`config.mk`:
```
export PLATFORM = sky130hd
export DESIGN_NAME = key_debounce
export DESIGN_NICKNAME = d
export VERILOG_FILES = /design/src/rtl/key_debounce.sv
export SDC_FILE = /design/constraint.sdc
export NUM_CORES = 1
export LEC_CHECK = 0
export BUFFER_PORTS_ARGS = -buffer_cell sky130_fd_sc_hd__buf_4
export CELL_PAD_IN_SITES_DETAIL_PLACEMENT = 1
export CELL_PAD_IN_SITES_GLOBAL_PLACEMENT = 1
export CORE_MARGIN = 4
export CORE_UTILIZATION = 46
export DETAILED_ROUTE_END_ITERATION = 10
export PLACE_DENSITY = 0.79
export SYNTH_ARGS = -nofsm -noshare
export SYNTH_HDL_FRONTEND = slang
export SYNTH_SLANG_ARGS = --single-unit
```
`constraint.sdc`:
```
create_clock -name clk -period 2.4 [get_ports clk]
set_clock_uncertainty 0.15 [all_clocks]
set_input_delay 0.12 -clock clk [delete_from_list [all_inputs] [get_ports clk]]
set_output_delay 0.12 -clock clk [all_outputs]
set_load 0.01 [all_outputs]
```
`src/rtl/key_debounce.sv`:
```
// ============================================================================
//  Module      : key_debounce
//  Description : Per-key synchronizer, consecutive-stable debouncer and
//                1-cycle press/release strobes for active-low push-buttons.
//                Optional auto-repeat on held keys: define KEY_AUTOREPEAT_EN.
//  Revision    : 1.0  initial release
// ============================================================================
`default_nettype none

module key_debounce #(
  parameter int N_KEYS          = 2,
  parameter int DEBOUNCE_CYCLES = 500000,
  parameter int REPEAT_DELAY    = 25000000,
  parameter int REPEAT_PERIOD   = 5000000
) (
  input  logic              clk,
  input  logic              rst_n,
  input  logic [N_KEYS-1:0] key_n_raw,
  output logic [N_KEYS-1:0] key_n_db,
  output logic [N_KEYS-1:0] key_press,
  output logic [N_KEYS-1:0] key_release
);

  localparam int              CNT_W    = (DEBOUNCE_CYCLES > 2) ? $clog2(DEBOUNCE_CYCLES) : 1;
  localparam logic [CNT_W-1:0] CNT_TERM = CNT_W'(DEBOUNCE_CYCLES - 1);

`ifdef KEY_AUTOREPEAT_EN
  localparam int               REP_MAX   = (REPEAT_DELAY > REPEAT_PERIOD) ? REPEAT_DELAY : REPEAT_PERIOD;
  localparam int               REP_W     = (REP_MAX > 1) ? $clog2(REP_MAX) : 1;
  localparam logic [REP_W-1:0] REP_FIRST = REP_W'(REPEAT_DELAY - 1);
  localparam logic [REP_W-1:0] REP_NEXT  = REP_W'(REPEAT_PERIOD - 1);
`endif

  typedef enum logic {
    STABLE  = 1'b0,
    PENDING = 1'b1
  } db_state_e;

  logic [N_KEYS-1:0] s1_q;
  logic [N_KEYS-1:0] s2_q;

  // Two-flop synchronizer; idle level (released) is 1.
  always_ff @(posedge clk) begin
    if (!rst_n) begin
      s1_q <= '1;
      s2_q <= '1;
    end else begin
      s1_q <= key_n_raw;
      s2_q <= s1_q;
    end
  end

  generate
    for (genvar gi = 0; gi < N_KEYS; gi++) begin : g_key
      db_state_e        state;
      logic [CNT_W-1:0] cnt_q;
      logic [CNT_W-1:0] cnt_d;
      logic             db_q;
      logic             db_d;
      logic             press_q;
      logic             press_d;
      logic             release_q;
      logic             release_d;
      logic             press_evt;
      logic             release_evt;

      always_comb begin
        state       = (s2_q[gi] == db_q) ? STABLE : PENDING;
        cnt_d       = '0;
        db_d        = db_q;
        press_evt   = 1'b0;
        release_evt = 1'b0;
        if (state == PENDING) begin
          if (cnt_q == CNT_TERM) begin
            db_d        = s2_q[gi];
            press_evt   = ~s2_q[gi];
            release_evt = s2_q[gi];
          end else begin
            cnt_d = cnt_q + CNT_W'(1);
          end
        end
      end

      always_ff @(posedge clk) begin
        if (!rst_n) begin
          cnt_q     <= '0;
          db_q      <= 1'b1;
          press_q   <= 1'b0;
          release_q <= 1'b0;
        end else begin
          cnt_q     <= cnt_d;
          db_q      <= db_d;
          press_q   <= press_d;
          release_q <= release_d;
        end
      end

`ifdef KEY_AUTOREPEAT_EN
      logic [REP_W-1:0] rep_cnt_q;
      logic [REP_W-1:0] rep_cnt_d;
      logic             rep_first_q;
      logic             rep_first_d;
      logic             rep_fire;

      // Counter idles at 0 while released; a release edge suppresses a
      // coinciding repeat so press and release never share a cycle.
      always_comb begin
        rep_cnt_d   = rep_cnt_q;
        rep_first_d = rep_first_q;
        rep_fire    = 1'b0;
        if (db_q || release_evt) begin
          rep_cnt_d   = '0;
          rep_first_d = 1'b1;
        end else if (rep_cnt_q == (rep_first_q ? REP_FIRST : REP_NEXT)) begin
          rep_fire    = 1'b1;
          rep_cnt_d   = '0;
          rep_first_d = 1'b0;
        end else begin
          rep_cnt_d = rep_cnt_q + REP_W'(1);
        end
      end

      always_ff @(posedge clk) begin
        if (!rst_n) begin
          rep_cnt_q   <= '0;
          rep_first_q <= 1'b1;
        end else begin
          rep_cnt_q   <= rep_cnt_d;
          rep_first_q <= rep_first_d;
        end
      end

      assign press_d = press_evt | rep_fire;
`else
      assign press_d = press_evt;
`endif
      assign release_d = release_evt;

      assign key_n_db[gi]    = db_q;
      assign key_press[gi]   = press_q;
      assign key_release[gi] = release_q;
    end
  endgenerate

endmodule

`default_nettype wire
```
==> flow_summary_export.csv <==
group,metric,value,unit
run_status,status,"finished, final reports clean",
job,cap_violations,0,
pwr,p_int,1.05,mW
sta,setup_viol,0,
sta,finalCritPeriodShare,88.3,%
placed_design,gp_congestion,0.763,
yosys,synth_cells,239,
yosys,synth.most_common_cell,"dfxtp_1",
layout,diodes,0,
yosys,async_reset_ff_share,0,%
clocking,cts_root_buffer,"clkbuf_8",
layout,n_fill_cell,514,
pwr,switchingPower,0.288,mW
placed_design,dp_hpwl,3.11,mm
detailed_routing,vias,1694,
global_routing,grt.total_usage,16.6,%
critical_path,crit_type,"reg -> reg",
pwr,powerDensity,560,nW/µm²
detailed_routing,drc,0,
critical_path,slowest_delay,0.56,ns
clocking,post_cts_buffers,0,
detailed_routing,vias_per_cell,5.54,
yosys,synth_nets,245,
global_routing,grt_pass1_wl,7.94,mm
yosys,yosys_warnings,0,
sta,fin_crit,2.12,ns
floorplan,initial_utilization,48.4,%
yosys,synth_top_area_cell,"dfxtp_1",
sta,fin_hold_ws,0.268,ns
sta,worst_pin_slew,0.444,ns
critical_path,required,2.49,ns
floorplan,die_h,76.2,µm
floorplan,io_pins,10,
yosys,yosys-top-cells-area,"dfxtp_1 (45%), xnor2_1 (6.6%), nor2_1 (5.6%)",
critical_path,critPathArrivalTime,2.21,ns
clocking,clock_latency,0.31,ns
global_routing,grt_max_degree,18,
layout,synthToLayoutAreaGrowth,11.6,%
clocking,clock_tree.htree_level_count,2,
detailed_routing,drt_first_iter_violations,92,
sta,rsz0062_at_grt,"false",
placed_design,place_area,2240,µm²
clocking,cts.sinks,48,
clocking,clk_pin_slew,0.09,ns
detailed_routing,wl_per_cell,14.8,µm
yosys,synth-main-ff-cell,"dfxtp_1",
sta,hold_viol_final,0,
critical_path,startpoint_type,"flip-flop",
critical_path,critPathCaptureType,"flip-flop",
yosys,syn_area,2140,µm²
global_routing,gr-total-overflow,0,
pwr,ir_worst_vdd,0.313,mV
yosys,synth_seq_area_share,45.0,%
detailed_routing,dr.pass1.iters,4,
detailed_routing,antenna_left,0,
pwr,p_leak,0.755,nW
layout,layout.nets,259,
placed_design,io_buffers,9,
critical_path,cp_max_fo,7,
global_routing,grt_pass1_vias,1698,
sta,slew_headroom,70.3,%
yosys,syn_avg_cell_area,8.94,µm²
sta,fin_ws,0.280,ns
layout,layout-drive-gt1-share,11.0,%
pwr,power_frac_seq,60.1,%
clocking,cts_inserted_buffers,5,
hold_path,hp-class,"reg -> reg",
critical_path,slowest_stage,"or4_4",
pwr,power.share.combinational,1.9,%
yosys,synth_edf_count,0,
floorplan,die_area,5800,µm²
layout,finish.instance_area,2380,µm²
yosys,synthDominantCellAreaShare,45.0,%
floorplan,coreArea,4410,µm²
pwr,power,1.33,mW
pwr,clock_power_share,37.9,%
pwr,p_sw_share,21.6,%
clocking,cts_tree,"built",
yosys,synth_common_cells,"dfxtp_1 (48), nor2_1 (32), xnor2_1 (16), nand3_1 (15)",
clocking,clk_path_buf_depth,2,
critical_path,path_cells,"ha_1, nand4_4, or4_4, or3_1, a21oi_1",
sta,clock.fmax,0.472,GHz
placed_design,dpl_worst_slack,0.298,ns
yosys,ys_types,36,
global_routing,antenna_found_initial,0,
clocking,cts_resized,0,
floorplan,fp-row-count,24,
sta,fin_tns_setup,0,ns
yosys,ys_seq_elements,48,
detailed_routing,routed_wl,4.54,mm
sta,drv_slew,0,
floorplan,die_w,76.2,µm
## kinds of logic after synthesis
kind of cell	synth area share, %
AOI/OAI and AO/OA	5.27
xor gates and xnor gates	11.9
adders and majority gates	1.17
buffers and inverters	4.86
DFF	45.0
and+or+nand+nor	31.9
## timing repair
item	in CTS	in global routing
endpoints found under the hold margin	6	0
setup endpoints to repair	0	0
hold buffers	5	0
## cell type report
| class | instances | area (µm²) | share of cell area [%] |
|---|---|---|---|
| clock buffers | 6 | 82.6 | 3.46 |
| flip-flops and latches | 48 | 961 | 40.3 |
| inverters | 7 | 26.3 | 1.10 |
| clock inverters | 2 | 15.0 | 0.630 |
| multi-input cells | 171 | 1070 | 45.0 |
| repair buffers | 20 | 163 | 6.82 |
| well taps | 52 | 65.1 | 2.73 |
## critical path, delay by kind of cell (launching register included)
family / cells / cell delay, ns
adder cells (fa/ha/maj): 1 / 0.30
AND/OR/NAND/NOR: 3 / 1.07
flip-flops: 1 / 0.40
AO/OA/AOI/OAI: 1 / 0.14
## cell usage in the layout, fill, tap and decap left out, drive strengths merged
cell type     n
a21oi         6
and2          1
and3          4
and4          3
buf          15
clkbuf        6
clkinvlp      2
dfxtp        48
dlygate4sd3   5
ha            2
inv           7
nand2        13
nand2b        4
nand3        16
nand4        13
nand4b        1
nor2         32
nor3          5
nor3b         2
nor4         12
nor4b         3
nor4bb        1
o21ai         6
o21ba         1
o21bai        2
o31a          1
o31ai         2
or2           2
or3           6
or4           4
xnor2        16
xor2         13
## metal layers
layer,share of wire [%],wire length (µm),track usage [%]
met1,51,2330,22.3
met2,44,1980,24.9
met3,3.6,164,5.56
met4,1.4,62,5.24
met5,0,0,0
## stage by stage
step,std cells,util [%]
2_1_floorplan,239,-
3_3_place_gp,293,50.7
3_5_place_dp,293,50.7
4_1_cts,306,54.0
5_1_grt,306,54.0
6_report,306,54.0
## sequential cells by signal, summed over array words and instances, names as in the netlist
register / cells
s1_q: 2
g_key.release_q: 2
s2_q: 2
g_key.press_q: 2
g_key.db_q: 2
g_key.cnt_q: 38
## final timing paths
path | start | end | slack (ns) | cells after the start
worst max-delay path | g_key[0].cnt_q[0]$_SDFF_PP0_ | g_key[0].cnt_q[18]$_SDFF_PP0_ | 0.28 | 5
worst min-delay path | s1_q[0]$_SDFF_PN1_ | s2_q[0]$_SDFF_PN1_ | 0.27 | 1
worst max register to register | g_key[0].cnt_q[0]$_SDFF_PP0_ | g_key[0].cnt_q[18]$_SDFF_PP0_ | 0.28 | 5
worst min register to register | s1_q[0]$_SDFF_PN1_ | s2_q[0]$_SDFF_PN1_ | 0.27 | 1
## power by group through the flow
| stage | sequential (mW) | clock [mW] | combinational, mW |
|---|---|---|---|
| finish | 0.803 | 0.506 | 0.0256 |
| global route | 0.804 | 0.573 | 0.0286 |
| detailed placement | 0.821 | 0 | 0.0192 |
| CTS | 0.803 | 0.527 | 0.0257 |
| global placement | 0.821 | 0 | 0.0192 |
| floorplan | 0.821 | 0 | 0.00979 |
Note: power is estimated with default switching activity, not from simulation.
